`config.mk`:
```
export PLATFORM = sky130hd
export DESIGN_NAME = ctl_multi_flat
export DESIGN_NICKNAME = d
export VERILOG_FILES = /design/src/rtl/ctl_pkg.sv /design/src/rtl/ctl_if.sv /design/src/rtl/ctl_channel.sv /design/src/rtl/ctl_multi.sv /design/src/flat_wrapper.sv
export SDC_FILE = /design/constraint.sdc
export NUM_CORES = 1
export LEC_CHECK = 0
export BUFFER_PORTS_ARGS = -buffer_cell sky130_fd_sc_hd__buf_2
export CORE_AREA = 2 2 39 41
export CTS_CLUSTER_DIAMETER = 60
export CTS_CLUSTER_SIZE = 20
export DETAILED_ROUTE_END_ITERATION = 16
export DIE_AREA = 0 0 41 43
export GPL_TIMING_DRIVEN = 0
export HOLD_SLACK_MARGIN = 0.02
export PLACE_DENSITY = 0.59
export SYNTH_ARGS = -nofsm -noshare
export SYNTH_HDL_FRONTEND = slang
export SYNTH_SLANG_ARGS = --single-unit
```
`constraint.sdc`:
```
create_clock -name clk -period 1 [get_ports clk]
set_clock_uncertainty 0.15 [all_clocks]
set_input_delay 0.2 -clock clk [delete_from_list [all_inputs] [get_ports clk]]
set_output_delay 0.2 -clock clk [all_outputs]
set_load 0.1 [all_outputs]
```
`src/rtl/ctl_pkg.sv`:
```
// Shared definitions for the multi-channel stopwatch controller.
// State encoding and the state-to-output decode used by every channel.
package ctl_pkg;

    localparam logic [1:0] ST_IDLE     = 2'b00;
    localparam logic [1:0] ST_COUNTING = 2'b01;
    localparam logic [1:0] ST_PAUSED   = 2'b10;
    localparam logic [1:0] ST_LAP      = 2'b11;

    // Returns {init_regs, count_enabled, display_freeze}
    function automatic logic [2:0] state_out(input logic [1:0] s);
        logic [2:0] o;
        o = 3'b100;
        case (s)
            ST_IDLE:     o = 3'b100;
            ST_COUNTING: o = 3'b010;
            ST_PAUSED:   o = 3'b000;
            ST_LAP:      o = 3'b011;
            default:     o = 3'b100;
        endcase
        return o;
    endfunction

endpackage

```
`src/rtl/ctl_if.sv`:
```
// Per-channel request/status bundle for ctl_multi.
// master drives requests and observes status; slave is the controller.
interface ctl_if #(
    parameter int NUM_CH = 2
);
    logic [NUM_CH-1:0] trig;
    logic [NUM_CH-1:0] lap;
    logic [NUM_CH-1:0] init_regs;
    logic [NUM_CH-1:0] count_enabled;
    logic [NUM_CH-1:0] display_freeze;
    logic              any_counting;

    modport master (
        output trig, lap,
        input  init_regs, count_enabled, display_freeze, any_counting
    );

    modport slave (
        input  trig, lap,
        output init_regs, count_enabled, display_freeze, any_counting
    );
endinterface

```
`src/rtl/ctl_channel.sv`:
```
// One stopwatch channel: event detect, IDLE/COUNTING/PAUSED/LAP FSM.
// Optional PAUSED auto-timeout when CTL_PAUSE_TIMEOUT_EN is defined.
module ctl_channel
    import ctl_pkg::*;
#(
    parameter int EDGE_TRIG   = 1,
    parameter int TIMEOUT_CYC = 8
) (
    input  logic clk,
    input  logic reset,
    input  logic trig_i,
    input  logic lap_i,
    output logic init_o,
    output logic en_o,
    output logic frz_o
);

    logic [1:0] state_q, state_d;
    logic       trig_ev, lap_ev;
    logic       expired;

    if (EDGE_TRIG != 0) begin : g_edge
        logic trig_q, lap_q;
        // Previous input levels; loaded during reset too so a held input
        // does not look like a fresh edge at release
        always_ff @(posedge clk) begin
            trig_q <= trig_i;
            lap_q  <= lap_i;
        end
        assign trig_ev = trig_i & ~trig_q;
        assign lap_ev  = lap_i & ~lap_q;
    end else begin : g_level
        assign trig_ev = trig_i;
        assign lap_ev  = lap_i;
    end

`ifdef CTL_PAUSE_TIMEOUT_EN
    localparam int CW = $clog2(TIMEOUT_CYC);
    logic [CW-1:0] cnt_q, cnt_d;

    // Count cycles spent in PAUSED, held at zero elsewhere
    always_comb begin
        cnt_d = '0;
        if (state_q == ST_PAUSED) cnt_d = cnt_q + 1'b1;
    end

    // Pause counter register
    always_ff @(posedge clk) begin
        if (reset) cnt_q <= '0;
        else       cnt_q <= cnt_d;
    end

    assign expired = (state_q == ST_PAUSED) &&
                     (cnt_q == CW'(TIMEOUT_CYC - 1));
`else
    assign expired = 1'b0;
`endif

    // Next-state selection; trig always outranks lap and timeout
    always_comb begin
        state_d = state_q;
        case (state_q)
            ST_IDLE: begin
                if (trig_ev) state_d = ST_COUNTING;
            end
            ST_COUNTING: begin
                if (trig_ev)     state_d = ST_PAUSED;
                else if (lap_ev) state_d = ST_LAP;
            end
            ST_LAP: begin
                if (trig_ev)     state_d = ST_PAUSED;
                else if (lap_ev) state_d = ST_COUNTING;
            end
            ST_PAUSED: begin
                if (trig_ev)      state_d = ST_COUNTING;
                else if (expired) state_d = ST_IDLE;
            end
            default: state_d = ST_IDLE;
        endcase
    end

    // State register
    always_ff @(posedge clk) begin
        if (reset) state_q <= ST_IDLE;
        else       state_q <= state_d;
    end

    assign {init_o, en_o, frz_o} = state_out(state_q);

endmodule

```
`src/rtl/ctl_multi.sv`:
```
// NUM_CH independent stopwatch control channels plus any_counting.
// Optional pause timeout: define CTL_PAUSE_TIMEOUT_EN.
module ctl_multi #(
    parameter int NUM_CH      = 2,
    parameter int EDGE_TRIG   = 1,
    parameter int TIMEOUT_CYC = 8
) (
    input  logic clk,
    input  logic reset,
    ctl_if.slave bus
);

    logic [NUM_CH-1:0] init_v, en_v, frz_v;

    for (genvar i = 0; i < NUM_CH; i++) begin : g_ch
        ctl_channel #(
            .EDGE_TRIG   (EDGE_TRIG),
            .TIMEOUT_CYC (TIMEOUT_CYC)
        ) u_ch (
            .clk    (clk),
            .reset  (reset),
            .trig_i (bus.trig[i]),
            .lap_i  (bus.lap[i]),
            .init_o (init_v[i]),
            .en_o   (en_v[i]),
            .frz_o  (frz_v[i])
        );
    end

    assign bus.init_regs      = init_v;
    assign bus.count_enabled  = en_v;
    assign bus.display_freeze = frz_v;
    assign bus.any_counting   = |en_v;

endmodule

```
`src/flat_wrapper.sv`:
```
// flat-port wrapper written by rule: the top's interface ports become plain ports
module ctl_multi_flat 
#(
    parameter int NUM_CH      = 2,
    parameter int EDGE_TRIG   = 1,
    parameter int TIMEOUT_CYC = 8
)
  (clk, reset, bus_trig, bus_lap, bus_init_regs, bus_count_enabled, bus_display_freeze, bus_any_counting);
  ctl_if #(.NUM_CH(NUM_CH)) bus_i ();
  input  logic clk;
  input  logic reset;
  input wire logic [$bits(bus_i.trig)-1:0] bus_trig;
  input wire logic [$bits(bus_i.lap)-1:0] bus_lap;
  output wire logic [$bits(bus_i.init_regs)-1:0] bus_init_regs;
  output wire logic [$bits(bus_i.count_enabled)-1:0] bus_count_enabled;
  output wire logic [$bits(bus_i.display_freeze)-1:0] bus_display_freeze;
  output wire logic [$bits(bus_i.any_counting)-1:0] bus_any_counting;
  assign bus_i.trig = bus_trig;
  assign bus_i.lap = bus_lap;
  assign bus_init_regs = bus_i.init_regs;
  assign bus_count_enabled = bus_i.count_enabled;
  assign bus_display_freeze = bus_i.display_freeze;
  assign bus_any_counting = bus_i.any_counting;
  ctl_multi #(.NUM_CH(NUM_CH), .EDGE_TRIG(EDGE_TRIG), .TIMEOUT_CYC(TIMEOUT_CYC)) u_core (.clk(clk), .reset(reset), .bus(bus_i));
endmodule
```
==> metrics.md, run 1 <==
| Metric | Value |
|---|---|
| First-pass GRT wire length | `1230 um` |
| Crit end category | `output port` |
| Detailed-route via count | `300` |
| CP endpoint | `bus_any_counting` |
| Post-route ant nets | `0` |
| Initial antenna violation count | `0` |
| Final Power | `just over 1 mW` |
| Failing checks | `setup timing` |
| Worst Path Max Fanout | `6` |
| Cell Chain, Critical Path | `or2_4, buf_12` |
| Die Height | `~43 um` |
| Initial Util | `0.265` |
| Setup violators final | `9` |
| Unique masters post-synth | `12` |
| Die width | `41 um` |
| Synthesized netlist cell count | `37` |
| Slew HR | `0.919` |
| Total CTS buffers | `3` |
| Slew @ Worst Pin | `approximately 0.12 ns` |
| H-tree levels | `1` |
| Root buf cell | `clkbuf_4` |
| Gr ovfl total | `0` |
| Max cap viols | `0` |
| Max Root-Sink Buffers | `2` |
| Placed insts | `65` |
| Core Area | `1380 sq um` |
| Synth area leaders | `dfxtp_1 44%, buf_4 12%, nand3b_1 8.2%` |
| R2r worst-path depth | `4` |
| Tcrit/Tclk final | `1.38` |
| Number of global-route vias before repair | `300` |
| Fin. max-slew vios | `0` |
| Routability cong. | `0.668` |
| Worst reg-to-reg setup slack | `-0.05 ns` |
| Ratio of cells with drive above 1 in the final layout | `0.667` |
| Critical path type | `reg -> out` |
| WP data required | `around 0.65 ns` |
| Mapped Area | `approximately 370 sq um` |
| Yosys top cell area share | `0.437` |
| Dpl hpwl | `between 400 and 500 um` |
| Worst stage delay on the critical path | `0.36 ns` |
| TritonCTS clock tree | `done` |
| Final WS setup | `-0.381 ns` |
| Clock transition at path regs | `roughly 0.050 ns` |
| R2r startpoint | `u_core.g_ch[0].u_ch.state_q[1]` |
| Most numerous cell in the Yosys netlist | `dfxtp_1` |
| Synth-to-Final Area Change | `88.7%` |
| Top post-synthesis cells by count | `8 x dfxtp_1, 6 x buf_4, 4 x nand3b_1, 4 x nor2_1` |
| Setup crit start | `u_core.g_ch[0].u_ch.state_q[0]` |
| Slowest CP cell | `dfxtp_4` |
| Synthesis-stage register bit count | `8` |
| R2r endpoint | `u_core.g_ch[0].u_ch.state_q[1]` |
| Vias per cell | `4.11` |
| DR DRC count | `0` |
| Min Tclk post-route | `about 1.4 ns` |
| Worst setup SP type | `flip-flop` |
| Maximum VDD drop | `0.000554 V` |
| Clk sinks | `8` |
| Ports | `13` |
| Sequential share of the synthesized area | `0.437` |
| DIE AREA | `roughly 1800 sq um` |
| Filler Cell Count | `127` |
| Detail-routed net length per standard cell | `9.40 um` |
| Run status | `finished with violations` |
| Syn nets | `43` |
| RSZ-0062 raised after global routing | `yes` |
| Crit path buffers/inverters | `1` |
| Synth warn | `0` |
| Final Net Count | `65` |
| Overall Global Routing Usage | `0.106` |
| Leakage power | `around 0.29 nW` |
| Delay-heaviest family, CP | `flip-flops` |
| FFs w/ async S/R, synth | `0` |
| Pin count of the biggest net entering global routing | `7` |
| Hold Crit Class | `in -> reg` |
| Finished Layout Cells | `73` |
| Hold Slack | `between 0.1 and 0.15 ns` |
| Ys flop type | `dfxtp_1` |
| Final Hold Vio Count | `0` |
| Cell Rows | `14` |
| Starting DRT DRC Count | `1` |
| Number of flops mapped to enable cells by yosys | `0` |
| Data arrival, critical path | `a little over 1 ns` |
| Final Util | `0.500` |
| Synth Area per Inst | `between 9 and 10 sq um` |
| Clock Latency Late Sink | `0.25 ns` |
| PwrDens | `1480 nW/um^2` |
| Detailed Route WL | `686 um` |
| # diodes | `0` |
| Top cell type by total area after synthesis | `dfxtp_1` |
| Total iterations of the first detailed-routing run | `2` |
| Critical path depth | `2` |
| Port Buffer Count | `12` |
| Max Fclk | `724 MHz` |
-- cell type report --
type / instances / area [sq um] / area share
multi-input cells: 21 / 186 / 0.269
clock buffers: 3 / 22.5 / 0.0325
repair buffers: 22 / 260 / 0.376
flip-flops and latches: 8 / 175 / 0.253
well taps: 16 / 20.0 / 0.0289
plain buffers: 3 / 27.5 / 0.0398
-- state kept, by name (all words and copies together) (netlist names) --
signal / flops
u_core.g_ch.u_ch.state_q: 4
u_core.g_ch.u_ch.g_edge.lap_q: 2
u_core.g_ch.u_ch.g_edge.trig_q: 2
-- power breakdown --
group          internal [mW]  switching, mW  leakage (nW)  total [mW]
Clock                  0.137          0.104        0.0138       0.241
Combinational          0.188          0.235         0.211       0.423
Sequential             0.337         0.0238        0.0694       0.361
Total                  0.662          0.363         0.294        1.02
-- tightest hold or removal path, cell delays in order --
cell      delay (ns)
buf_2           0.09
nand3b_1        0.07
nand3b_1        0.08
a21oi_1         0.06
-- routing by layer --
layer	routed length, um	vias up	GRT usage
li1	-	154	-
met1	304	134	0.137
met2	348	10	0.141
met3	24	2	0.0157
met4	8	0	0.100
met5	0	-	0
-- through the flow --
stage / worst slack [ns] / cell area, sq um / setup TNS [ns]
2_1_floorplan: -0.0488 / 422 / -0.201
3_3_place_gp: -0.387 / 502 / -2.30
3_5_place_dp: -0.391 / 502 / -2.30
4_1_cts: -0.381 / 667 / -2.34
5_1_grt: -0.404 / 692 / -2.59
6_report: -0.381 / 692 / -2.16
-- how the worst min path moves through the flow --
stage	startpoint	depth (start not counted)	slack (ns)	to
6_report	bus_lap[0]	4	0.14	u_core.g_ch[0].u_ch.state_q[1]
5_1_grt	bus_lap[0]	4	0.17	u_core.g_ch[0].u_ch.state_q[1]
4_1_cts	bus_lap[1]	4	0.13	u_core.g_ch[1].u_ch.state_q[1]
3_5_place_dp	bus_trig[1]	1	0.17	u_core.g_ch[1].u_ch.g_edge.trig_q
3_3_place_gp	bus_trig[0]	1	0.17	u_core.g_ch[0].u_ch.g_edge.trig_q
2_1_floorplan	bus_lap[0]	0	0.08	u_core.g_ch[0].u_ch.g_edge.lap_q
-- placed cells by master, fill, tap and decap left out --
cell type	synthesis	layout
o21ai_1	2	2
dfxtp_1	8	4
nor3b_2	2	2
and2_4	0	2
buf_2	0	6
dfxtp_4	0	4
nor2_4	0	1
clkbuf_4	0	3
or2_4	0	1
xnor2_2	0	2
a21oi_1	2	2
buf_4	6	3
nand3b_1	4	4
dlygate4sd3_1	0	5
nor2_1	4	2
nor2b_4	2	2
buf_6	0	4
buf_12	0	7
nor2_2	0	1
-- cell families after synthesis --
kind of cell | synth area share
XOR/XNOR | 0.0478
AO/OA/AOI/OAI | 0.0546
AND/OR/NAND/NOR | 0.317
flip-flops | 0.437
buffers and inverters | 0.143
-- repair_timing --
item | CTS | global route
pin swaps | 3 | 7
hold endpoints to repair | 8 | 0
gates resized for setup | 32 | 11
endpoints found under the setup margin | 7 | 11
buffers inserted | 4 | 1
hold buffers | 5 | 0
No activity file was read; power rests on OpenSTA's default activity.
==> inputs of run 2 (changes only) <==
--- a/config.mk
+++ b/config.mk
@@ -13,7 +13,8 @@
 export DIE_AREA = 0 0 41 43
 export GPL_TIMING_DRIVEN = 0
 export HOLD_SLACK_MARGIN = 0.02
-export PLACE_DENSITY = 0.59
+export PLACE_DENSITY = 0.54
 export SYNTH_ARGS = -nofsm -noshare
 export SYNTH_HDL_FRONTEND = slang
+export SYNTH_HIERARCHICAL = 1
 export SYNTH_SLANG_ARGS = --single-unit
==> run 2 against run 1 <==
Effect of this change:
- the flow still finishes with violations (setup timing)
- clock power is 14% higher
- global-route usage about the same
- sequential power decreased by 2%
- count of clock-buffer cells in the layout grew 1
- setup slack worse by 0.12 ns
- via count grew 0.67%
- sequential share of layout area fell by 0.80 points
- critical path depth up 1
- die area is the same
- cell area increased by 3.3%
- first-iteration DRC count rose by 100%
- flip-flop and latch count did not move
- critical path type unchanged
==> metrics.md, run 2 <==
| Metric | Value |
|---|---|
| Run status | `finished with violations` |
| Failing checks | `setup timing` |
| Detail-routed net length per standard cell | `a little over 10 um` |
| Final Hold Vio Count | `0` |
| Routability cong. | `0.721` |
| Place WS | `-0.408 ns` |
| Sequential share of the synthesized area | `0.540` |
| Mapped Area | `297 sq um` |
| Tcrit/Tclk final | `1.51` |
| Unique masters post-synth | `11` |
| Clock transition at path regs | `0.06 ns` |
| WP data required | `0.65 ns` |
| Worst Path Max Fanout | `2` |
| PwrDens | `about 1500 nW/um^2` |
| Yosys top cell area share | `0.540` |
| Finished Layout Cells | `72` |
| FFs w/ async S/R, synth | `0` |
| H-tree levels | `1` |
| Crit end category | `output port` |
| # diodes | `0` |
| Synth Area per Inst | `9.57 sq um` |
| Worst setup SP type | `flip-flop` |
| Final Net Count | `63` |
| Starting DRT DRC Count | `2` |
| Min Tclk post-route | `1.51 ns` |
| Initial Util | `0.214` |
| Placed insts | `59` |
| Final WS setup | `-0.505 ns` |
| Gr ovfl total | `0` |
| Synthesized netlist cell count | `31` |
| DIE AREA | `1760 sq um` |
| Top flop regs | `u_core/g_ch.u_ch/state_q (4), u_core/g_ch.u_ch/g_edge.lap_q (2), u_core/g_ch.u_ch/g_edge.trig_q (2)` |
| Final Util | `0.516` |
| Most numerous cell in the Yosys netlist | `dfxtp_1` |
| First-pass GRT wire length | `1200 um` |
| Root buf cell | `clkbuf_4` |
| Core Area | `1380 sq um` |
| Initial antenna violation count | `0` |
| Ys flop type | `dfxtp_1` |
| Clk sinks | `8` |
| Max Fclk | `664 MHz` |
| Ratio of cells with drive above 1 in the final layout | `0.625` |
| Leakage power | `0.289 nW` |
| Die width | `41 um` |
| Slew @ Worst Pin | `around 0.21 ns` |
| Top post-synthesis cells by count | `8 x dfxtp_1, 4 x nand3b_1, 4 x nor2_1` |
| Slew HR | `0.856` |
| Filler Cell Count | `around 120` |
| Port Buffer Count | `12` |
| Synth area leaders | `dfxtp_1 54%, nand3b_1 10%, xnor2_1 5.9%` |
| Synthesis-stage register bit count | `8` |
| RSZ-0062 raised after global routing | `yes` |
| Post-route ant nets | `0` |
| Commonest non-fill, non-tap cell in the layout | `buf_12` |
| Total negative slack | `-2.62 ns` |
| Hold Crit Class | `in -> reg` |
| Cell Rows | `14` |
| Max FFs per register | `4` |
| Max cap viols | `0` |
| Vias per cell | `4.19` |
| Top cell type by total area after synthesis | `dfxtp_1` |
| Syn nets | `37` |
| Detailed-route via count | `302` |
| DR DRC count | `0` |
| Max Root-Sink Buffers | `2` |
| Fin. max-slew vios | `0` |
| Top reg by flops | `u_core/g_ch.u_ch/state_q` |
| Overall Global Routing Usage | `0.106` |
| Detailed Route WL | `about 730 um` |
| Area after DPL | `447 sq um` |
| Synth-to-Final Area Change | `141%` |
| Commonest non-fill, non-tap cells in the layout | `6 x buf_12, 5 x dlygate4sd3_1, 5 x buf_2` |
| Hold Slack | `0.136 ns` |
| Final Power | `1.08 mW` |
| Setup violators final | `11` |
| Total iterations of the first detailed-routing run | `4` |
| Total CTS buffers | `3` |
| Die Height | `around 43 um` |
| Synth warn | `6` |
| Pin count of the biggest net entering global routing | `6` |
| Data arrival, critical path | `1.16 ns` |
| Clock Latency Late Sink | `0.25 ns` |
| Maximum VDD drop | `0.000641 V` |
| Number of flops mapped to enable cells by yosys | `0` |
| TritonCTS clock tree | `done` |
| Critical path type | `reg -> out` |
| Number of global-route vias before repair | `about 310` |
| Final instance area | `714 sq um` |
| Ports | `13` |
run 2: final timing paths:
path	endpoint	from	cells after the start	slack, ns
setup / recovery	bus_any_counting	u_core/g_ch[0].u_ch/state_q[0]	3	-0.51
hold / removal	u_core/g_ch[1].u_ch/state_q[1]	bus_lap[1]	4	0.14
setup reg to reg	u_core/g_ch[0].u_ch/state_q[1]	u_core/g_ch[0].u_ch/state_q[0]	5	-0.08
hold reg to reg	u_core/g_ch[1].u_ch/state_q[1]	u_core/g_ch[1].u_ch/state_q[1]	2	0.39
run 2: final cells by class:
cell class / instances / area (sq um) / area share
sequential: 8 / 175 / 0.245
timing repair buffer: 21 / 268 / 0.375
tap: 16 / 20.0 / 0.0280
multi-input combinational: 21 / 175 / 0.245
clock buffer: 4 / 26.3 / 0.0368
buffer: 2 / 50.0 / 0.0701
run 2: where the power goes:
group / switching, mW / leakage, nW / internal, mW
Sequential: 0.0179 / 0.0694 / 0.336
Combinational: 0.242 / 0.205 / 0.207
Clock: 0.120 / 0.0150 / 0.153
Total: 0.380 / 0.289 / 0.696
run 2: worst max-delay path, stage by stage, from the launching register on:
cell and delay (ns):
dfxtp_4 0.35, clkbuf_16 0.14, or2_4 0.25, buf_12 0.16
run 2: cell families (layout without fill, tap and decap cells):
group | after synthesis | count (layout) | share of synthesized area
and+or+nand+nor | 15 | 15 | 0.308
DFF | 8 | 8 | 0.540
AOI/OAI and AO/OA | 4 | 4 | 0.0675
xor gates and xnor gates | 2 | 2 | 0.0591
buffers and inverters | 2 | 27 | 0.0253
run 2: metal layers:
layer	share of wire	GRT usage	up-vias
met5	0	0	-
met4	0	0.0800	0
met3	0.030	0.0471	0
met2	0.59	0.166	4
met1	0.38	0.101	146
li1	-	-	152
run 2: repair_timing:
item                                    in CTS  in global routing
hold buffers                                 5                  0
gates cloned                                 0                  0
endpoints found under the setup margin       8                 10
resized for setup                           37                  6
hold endpoints to repair                     8                  0
buffers inserted                             3                  1
pin swaps                                    5                  5
==> inputs of run 3 (changes only) <==
--- a/config.mk
+++ b/config.mk
@@ -14,6 +14,7 @@
 export GPL_TIMING_DRIVEN = 0
 export HOLD_SLACK_MARGIN = 0.02
 export PLACE_DENSITY = 0.54
+export RECOVER_POWER = 100
 export SYNTH_ARGS = -nofsm -noshare
 export SYNTH_HDL_FRONTEND = slang
 export SYNTH_HIERARCHICAL = 1
==> run 3 against run 2 <==
Effect of this change:
- the flow still finishes with violations (setup timing)
- highest routed layer unchanged
- non-clock buffer count is the same
- cell area shrank 0.35%
- global-route usage is the same
- critical path depth is the same
- critical path type unchanged
- sequential power is essentially flat
- total power shrank 0.11%
- routed wire length shrank 0.28%
- cell count is the same
- register-to-register slack is essentially flat
- die area is the same
- via count is the same
- count of clock-buffer cells in the layout is the same
==> metrics.md, run 3 (synthesis results as in run 2) <==
| Metric | Value |
|---|---|
| Vias per cell | `4.19` |
| Root buf cell | `clkbuf_4` |
| Data arrival, critical path | `1.16 ns` |
| PwrDens | `1510 nW/um^2` |
| Maximum VDD drop | `0.000641 V` |
| Slowest CP cell | `dfxtp_4` |
| Delay-heaviest family, CP | `flip-flops` |
| Commonest non-fill, non-tap cell in the layout | `buf_12` |
| Failing checks | `setup timing` |
| Ratio of cells with drive above 1 in the final layout | `0.589` |
| Worst setup SP type | `flip-flop` |
| Core Area | `1380 sq um` |
| Cell Chain, Critical Path | `clkbuf_16, or2_4, buf_12` |
| Final Net Count | `63` |
| Total iterations of the first detailed-routing run | `4` |
| Starting DRT DRC Count | `2` |
| Clk sinks | `8` |
| Hold Crit Class | `in -> reg` |
| Clock Latency Late Sink | `approximately 0.25 ns` |
| Final Hold Vio Count | `0` |
| Initial Util | `0.214` |
| # diodes | `0` |
| Setup violators final | `11` |
| Crit path buffers/inverters | `2` |
| Filler Cell Count | `126` |
| Number of global-route vias before repair | `between 300 and 400` |
| Place WS | `-0.408 ns` |
| Fin. max-slew vios | `0` |
| Gr ovfl total | `0` |
| Overall Global Routing Usage | `0.106` |
| Commonest non-fill, non-tap cells in the layout | `6 x buf_12, 5 x dlygate4sd3_1` |
| Max cap viols | `0` |
| Routability cong. | `0.721` |
| RSZ-0062 raised after global routing | `yes` |
| Detailed-route via count | `302` |
| H-tree levels | `1` |
| Die Height | `43 um` |
| Max FFs per register | `4` |
| Top flop regs | `u_core/g_ch.u_ch/state_q (4), u_core/g_ch.u_ch/g_edge.lap_q (2), u_core/g_ch.u_ch/g_edge.trig_q (2)` |
| Detail-routed net length per standard cell | `slightly above 10 um` |
| Crit end category | `output port` |
| Ports | `13` |
| Critical path type | `reg -> out` |
| Total CTS buffers | `3` |
| Die width | `41 um` |
| Min Tclk post-route | `1.51 ns` |
| Worst stage delay on the critical path | `between 0.3 and 0.4 ns` |
| Leakage power | `around 0.28 nW` |
| Max Root-Sink Buffers | `2` |
| DIE AREA | `~1800 sq um` |
| Top reg by flops | `u_core/g_ch.u_ch/state_q` |
| Port Buffer Count | `12` |
| Post-route ant nets | `0` |
| Final WS setup | `-0.505 ns` |
| Cell Rows | `14` |
| Pin count of the biggest net entering global routing | `6` |
| Initial antenna violation count | `0` |
| Slew @ Worst Pin | `0.213 ns` |
| Tcrit/Tclk final | `1.51` |
| First-pass GRT wire length | `1200 um` |
| Max Fclk | `between 600 and 700 MHz` |
| TritonCTS clock tree | `done` |
| Clock transition at path regs | `0.06 ns` |
| DR DRC count | `0` |
| Worst Path Max Fanout | `2` |
| Slew HR | `0.856` |
| Synth-to-Final Area Change | `140%` |
| Run status | `finished with violations` |
| WP data required | `0.65 ns` |
| Detailed Route WL | `725 um` |
| Hold Slack | `roughly 0.16 ns` |
-- run 3: changes by cell type in the layout (fill, tap and decap cells not counted), sizes merged --
cell    previous run  this run
buf               16        14
clkbuf             6         8
-- run 3: worst register-to-register path: cells and delay by family, from the launching register on --
family / cells / cell delay, ns
AO/OA/AOI/OAI: 1 / 0.11
flip-flops: 1 / 0.35
buffers and inverters: 2 / 0.24
AND/OR/NAND/NOR: 2 / 0.17
-- run 3: timing repair --
item	CTS	global route
pin swaps	5	5
gates cloned	0	0
endpoints found under the hold margin	8	0
setup endpoints to repair	8	10
hold buffers	5	0
setup buffers	3	1
resized for setup	37	6
-- run 3: final cells by class --
cell class / instances / area, sq um / share of cell area
repair buffers: 21 / 265 / 0.373
flip-flops and latches: 8 / 175 / 0.246
multi-input cells: 21 / 175 / 0.246
plain buffers: 2 / 50.0 / 0.0703
clock buffers: 4 / 26.3 / 0.0369
well taps: 16 / 20.0 / 0.0281
-- run 3: through the flow --
stage               power, mW  std cells  area [sq um]  TNS [ns]   util
finish                   1.08         72           712     -2.62  0.514
global placement        0.659         59           447     -1.99  0.323
CTS                      1.06         71           681     -2.47  0.492
detailed placement      0.662         59           447     -2.01  0.323
global route             1.13         72           712     -3.00  0.514
floorplan               0.624         31           367    -0.930      -
-- run 3: metal layers --
layer	share of wire	up-vias	wire length, um	GRT usage
li1	-	152	-	-
met1	0.38	146	276	0.101
met2	0.59	4	426	0.166
met3	0.030	0	22	0.0471
met4	0	0	0	0.0800
met5	0	-	0	0
-- run 3: path summary, 6_finish.rpt --
| check | end | startpoint | slack, ns | depth (start not counted) |
|---|---|---|---|---|
| hold reg to reg | u_core/g_ch[1].u_ch/state_q[1] | u_core/g_ch[1].u_ch/state_q[1] | 0.39 | 2 |
| hold / removal | u_core/g_ch[1].u_ch/state_q[1] | bus_lap[1] | 0.16 | 4 |
| setup / recovery | bus_any_counting | u_core/g_ch[0].u_ch/state_q[0] | -0.51 | 3 |
| setup reg to reg | u_core/g_ch[0].u_ch/state_q[1] | u_core/g_ch[0].u_ch/state_q[0] | -0.08 | 5 |
-- run 3: report_power, final --
| group | leakage, nW | switching (mW) | internal [mW] |
|---|---|---|---|
| sequential | 0.0694 | 0.0179 | 0.336 |
| clock | 0.0150 | 0.120 | 0.153 |
| combinational | 0.199 | 0.242 | 0.206 |
